## src/rtl/traceback_v3_pkg.sv

```systemverilog
// Shared traceback types and width helpers, also used by the survivor RAM and ACS blocks.
package traceback_pkg;

   typedef enum logic [1:0] {
      TB_IDLE,
      TB_RUN,
      TB_DRAIN
   } tb_fsm_e;

   function automatic int tb_time_w(input int d);
      return (d > 1) ? $clog2(d) : 1;
   endfunction

   function automatic int tb_step_w(input int l, input int b);
      return $clog2(l + b + 1);
   endfunction

   function automatic int tb_idx_w(input int b);
      return (b > 1) ? $clog2(b) : 1;
   endfunction

endpackage

```

## src/rtl/traceback_v3_rev_buf.sv

```systemverilog
// B x 1 reversal store: single indexed write port, combinational indexed read, contents unreset.
// Write lands on the clock edge; read reflects it from the following cycle.
module tb_rev_buf #(
   parameter int B  = 8,
   parameter int IW = 3
) (
   input  logic          clk_i,
   input  logic          we_i,
   input  logic [IW-1:0] waddr_i,
   input  logic          wdat_i,
   input  logic [IW-1:0] raddr_i,
   output logic          rdat_o
);

   logic [B-1:0] mem_q;

   always_ff @(posedge clk_i) begin
      if (we_i) mem_q[waddr_i] <= wdat_i;
   end

   assign rdat_o = mem_q[raddr_i];

endmodule

```

## src/rtl/traceback_v3.sv

```systemverilog
// Block Viterbi traceback: L+B steps back per start, emits last B bits oldest-first; first bit 1+L+B cycles after start.
// Output holds while dec_ready=0; new starts accepted only in IDLE. TRACEBACK_V3_STATS_EN enables the block counter.
module traceback_v3
   import traceback_pkg::*;
#(
   parameter int K = 7,
   parameter int D = 64,
   parameter int L = 32,
   parameter int B = 8,
   localparam int M  = K - 1,
   localparam int TW = tb_time_w(D)
) (
   input  logic          clk,
   input  logic          rst,
   input  logic          start,
   output logic          start_ready,
   input  logic [TW-1:0] start_time,
   input  logic [M-1:0]  start_state,
   input  logic          force_state0,
   output logic [TW-1:0] tb_time,
   output logic [M-1:0]  tb_state,
   input  logic          tb_surv_bit,
   output logic          busy,
   output logic          dec_valid,
   input  logic          dec_ready,
   output logic          dec_bit,
   output logic          dec_last,
   output logic [31:0]   stat_tb_count
);

   localparam int SW = tb_step_w(L, B);
   localparam int IW = tb_idx_w(B);
   localparam logic [SW-1:0] L_STEP    = SW'(L);
   localparam logic [SW-1:0] LAST_STEP = SW'(L + B - 1);
   localparam logic [TW-1:0] TIME_MAX  = TW'(D - 1);
   localparam logic [IW-1:0] IDX_MAX   = IW'(B - 1);

   tb_fsm_e       state_q;
   logic [TW-1:0] tb_time_q, tb_time_d;
   logic [M-1:0]  tb_state_q, tb_state_d;
   logic [M:0]    state_shift;
   logic [SW-1:0] step_q;
   logic [IW-1:0] rd_idx_q, wr_idx, rd_addr;
   logic          dec_valid_q, dec_bit_q, dec_last_q;
   logic          buf_we, buf_rdat, xfer;

   // The survivor bit becomes the new MSB of the predecessor state.
   assign state_shift = {tb_surv_bit, tb_state_q};
   assign tb_state_d  = state_shift[M:1];
   assign tb_time_d   = (tb_time_q == '0) ? TIME_MAX : tb_time_q - TW'(1);

   assign buf_we  = (state_q == TB_RUN) && (step_q >= L_STEP);
   assign wr_idx  = IW'(step_q - L_STEP);
   assign rd_addr = rd_idx_q - IW'(1);
   assign xfer    = dec_valid_q & dec_ready;

   tb_rev_buf #(.B(B), .IW(IW)) u_rev_buf (
      .clk_i   (clk),
      .we_i    (buf_we),
      .waddr_i (wr_idx),
      .wdat_i  (tb_surv_bit),
      .raddr_i (rd_addr),
      .rdat_o  (buf_rdat)
   );

   always_ff @(posedge clk) begin
      if (rst) begin
         state_q     <= TB_IDLE;
         tb_time_q   <= '0;
         tb_state_q  <= '0;
         step_q      <= '0;
         rd_idx_q    <= '0;
         dec_valid_q <= 1'b0;
         dec_bit_q   <= 1'b0;
         dec_last_q  <= 1'b0;
      end else begin
         case (state_q)
            TB_IDLE: begin
               if (start) begin
                  tb_time_q  <= start_time;
                  tb_state_q <= force_state0 ? '0 : start_state;
                  step_q     <= '0;
                  state_q    <= TB_RUN;
               end
            end
            TB_RUN: begin
               tb_state_q <= tb_state_d;
               tb_time_q  <= tb_time_d;
               step_q     <= step_q + SW'(1);
               if (step_q == LAST_STEP) begin
                  // The final step's bit is the oldest one, so it is presented straight away.
                  state_q     <= TB_DRAIN;
                  rd_idx_q    <= IDX_MAX;
                  dec_valid_q <= 1'b1;
                  dec_bit_q   <= tb_surv_bit;
                  dec_last_q  <= (B == 1);
               end
            end
            TB_DRAIN: begin
               if (xfer) begin
                  if (dec_last_q) begin
                     state_q     <= TB_IDLE;
                     dec_valid_q <= 1'b0;
                     dec_bit_q   <= 1'b0;
                     dec_last_q  <= 1'b0;
                  end else begin
                     rd_idx_q   <= rd_addr;
                     dec_bit_q  <= buf_rdat;
                     dec_last_q <= (rd_idx_q == IW'(1));
                  end
               end
            end
            default: state_q <= TB_IDLE;
         endcase
      end
   end

   assign start_ready = (state_q == TB_IDLE);
   assign busy        = (state_q != TB_IDLE);
   assign tb_time     = tb_time_q;
   assign tb_state    = tb_state_q;
   assign dec_valid   = dec_valid_q;
   assign dec_bit     = dec_bit_q;
   assign dec_last    = dec_last_q;

`ifdef TRACEBACK_V3_STATS_EN
   logic [31:0] stat_q;

   always_ff @(posedge clk) begin
      if (rst)                                      stat_q <= '0;
      else if (xfer && dec_last_q && stat_q != '1)  stat_q <= stat_q + 32'd1;
   end

   assign stat_tb_count = stat_q;
`else
   assign stat_tb_count = '0;
`endif

endmodule

```

## config.mk

```make
export PLATFORM = sky130hd
export DESIGN_NAME = traceback_v3
export DESIGN_NICKNAME = d
export VERILOG_FILES = /design/src/rtl/traceback_v3_pkg.sv /design/src/rtl/traceback_v3_rev_buf.sv /design/src/rtl/traceback_v3.sv
export SDC_FILE = /design/constraint.sdc
export NUM_CORES = 1
export LEC_CHECK = 0
export ABC_AREA = 1
export CAP_MARGIN = 20
export CORE_UTILIZATION = 30
export DETAILED_ROUTE_END_ITERATION = 8
export GPL_TIMING_DRIVEN = 0
export PLACE_DENSITY = 0.54
export SLEW_MARGIN = 20
export SYNTH_ARGS = -nofsm -noshare
export SYNTH_HDL_FRONTEND = slang
export SYNTH_SLANG_ARGS = --single-unit
```

## constraint.sdc

```tcl
create_clock -name clk -period 1.6 [get_ports clk]
set_input_delay 0.32 -clock clk [delete_from_list [all_inputs] [get_ports clk]]
set_output_delay 0.32 -clock clk [all_outputs]
set_load 0.02 [all_outputs]
```

==> impl_metrics.json <==
{
  "max_freq_ghz": 0.648,
  "path_clk_slew_ns": 0.07,
  "synth_top_area_cell": "dfxtp_1",
  "syn_to_final_growth_pct": 32.2,
  "start_kind": "register",
  "drc": 7,
  "total_power_uw": 2200,
  "ir_worst_vdd_v": 0.000307,
  "ys_ff_latch": 34,
  "slew_viol_final": 0,
  "path_buf_inv": 1,
  "numClockSinks": 34,
  "dp_hpwl_um": 3430,
  "cp_top_family": "buffers and inverters",
  "syn_inst": 275,
  "worst_pin_slew_ns": 0.533,
  "leakage_uw": 0.00133,
  "synth_edf_count": 8,
  "fin_crit_ns": 1.54,
  "end_kind": "output port",
  "pwr_density_cell_nw_per_um2": 811,
  "maxCapViolations": 0,
  "detail-route-antenna-nets": 0,
  "design_area_um2": 2720,
  "place.gp.congestion": 0.768,
  "setup_viol": 0,
  "synth_cell_types": 32,
  "ys.flop_type": "dfxtp_1",
  "floorplan.initialDensity_pct": 31.7,
  "path_cells": "clkdlybuf4s50_1",
  "slowest_delay_ns": 0.61,
  "clkLatencyLatePin_ns": 0.29,
  "period_share_pct": 96.4,
  "fillers": 678,
  "violations": "DRC",
  "utilization_pct": 41.9,
  "cts_root_buffer": "clkbuf_8",
  "cts_tree": "yes",
  "finalHoldViolations": 0,
  "async_flop_share_pct": 0,
  "row_count": 29,
  "placed_area_um2": 2610,
  "yosys.area.top_type_share_pct": 25.3,
  "htreeDepth": 2,
  "port-buffer-count": 34,
  "cp_slowest_cell": "clkdlybuf4s50_1",
  "yosys_warnings": 0,
  "cts_max_path_buffers": 2,
  "pin_count": 67,
  "die_area_um2": 7200,
  "drtIter0Drc": 104,
  "crit_fanout": 2,
  "diodes": 0,
  "core-area_um2": 6490,
  "dr.pass1.iters": 8,
  "vias": 1857,
  "grt.overflow.total": 0,
  "grt_max_degree": 11,
  "drive_above_1_share_pct": 18.4,
  "whs_ns": 0.498,
  "grt_pass1_wl_um": 7380,
  "die_h_um": 84.8,
  "fp.dieW_um": 84.8,
  "status": "finished, violations left",
  "synth_area_leaders": "dfxtp_1, buf_4, edfxtp_1",
  "wl_per_cell_um": 10.6,
  "syn_area_um2": 2060,
  "arrival_ns": 1.22,
  "finClkSkew_ns": 0.00525,
  "timing.setup.tns_ns": 0,
  "ctsHoldBuffers": 0,
  "cts_inserted_buffers": 5,
  "hold_class": "reg -> reg",
  "cp.required_ns": 1.28,
  "grt_pass1_vias": 1598,
  "drt_wl_total_um": 4510,
  "groute.usage.overall_pct": 13.1,
  "yosysSeqAreaShare_pct": 37.0,
  "path_class": "reg -> out",
  "antenna_found_initial": 0,
  "slew_headroom_pct": 64.5,
  "drt-vias-per-instance": 4.37,
  "synth_area_per_cell_um2": 7.48,
  "final_nets": 371
}
==> layout by cell type (no fill, tap or decap), types with 12 or more instances in the layout <==
master           netlist  final
nor2_1                17     17
nand3_1               18     18
buf_4                 34     34
dfxtp_1               26     23
a21oi_1               15     15
inv_1                 27     27
clkdlybuf4s50_1        0     19
o21ai_0               12     12
nand2_1               62     62
conb_1                 1     32
==> routing by layer <==
metal  up-vias  track usage [%]  wire length [um]
met5         -                0                 0
met4         0             6.93                85
met3         5             2.43               229
met2        51             20.8              2010
met1       829             17.0              2180
li1        972                -                 -
==> cell usage after synthesis, types with 4 or more instances <==
library cell,number
nand4_1,4
a21oi_1,15
inv_1,27
o21ai_0,12
nand3_1,18
a31oi_1,5
nand2_1,62
nor4_1,7
inv_2,4
ha_1,6
nor2_1,17
edfxtp_1,8
o21ai_1,6
buf_4,34
dfxtp_1,26
==> area by class of cell <==
cell class	instances	area (um^2)	share of cell area (%)
well taps	77	96.3	3.54
inverters	32	123	4.51
clock buffers	8	80.1	2.94
plain buffers	38	287	10.5
repair buffers	34	344	12.6
flip-flops and latches	34	767	28.2
multi-input cells	202	1020	37.6
==> cell families (layout without fill, tap and decap cells) <==
family / after synthesis / after routing / share of synthesized area, %
compound gates: 41 / 41 / 10.7
buf+inv: 70 / 112 / 19.9
other cells: 1 / 32 / 0.182
simple gates: 120 / 120 / 27.4
flops: 34 / 34 / 37.0
xor+xnor: 3 / 3 / 1.28
fa+ha+maj: 6 / 6 / 3.65
==> power breakdown <==
part / internal, uW / total, uW / switching [uW]
combinational: 256 / 614 / 358
clock: 309 / 615 / 306
sequential: 925 / 976 / 50.8
==> flip-flops by register name (all words and copies together), names as in the netlist <==
register,cells
step_q,6
state_q,2
dec_last,1
tb_time,6
rd_idx_q,3
tb_state,6
dec_bit,1
dec_valid,1
u_rev_buf.mem_q,8
==> through the flow <==
step,setup slack [ns],std cells
after detailed placement,0.0113,417
after floorplan,0.293,306
final,0.0570,425
after global placement,0.0265,417
after CTS,0.00561,425
after global routing,-0.0126,425
==> worst reg2reg max path: stages, from the launching register on <==
cell and delay (ns):
dfxtp_1 0.41, inv_2 0.06, nor2_4 0.15, buf_6 0.17, nand2_2 0.12, nor4_1 0.24
==> what timing repair did <==
item,4_1_cts,5_1_grt
hold endpoints to repair,0,0
endpoints found under the setup margin,9,13
gates resized for setup,9,13
buffers inserted,0,0
pin swaps,0,0
==> path summary, 6_finish.rpt <==
kind                     from            endpoint  slack [ns]  depth (start not counted)
setup / recovery      dec_bit             dec_bit        0.06                          1
hold / removal    tb_state[4]         tb_state[3]        0.50                          2
setup reg to reg   state_q[0]  u_rev_buf.mem_q[1]        0.13                          5
hold reg to reg   tb_state[4]         tb_state[3]        0.50                          2
Power figures use the tool's default switching activity.
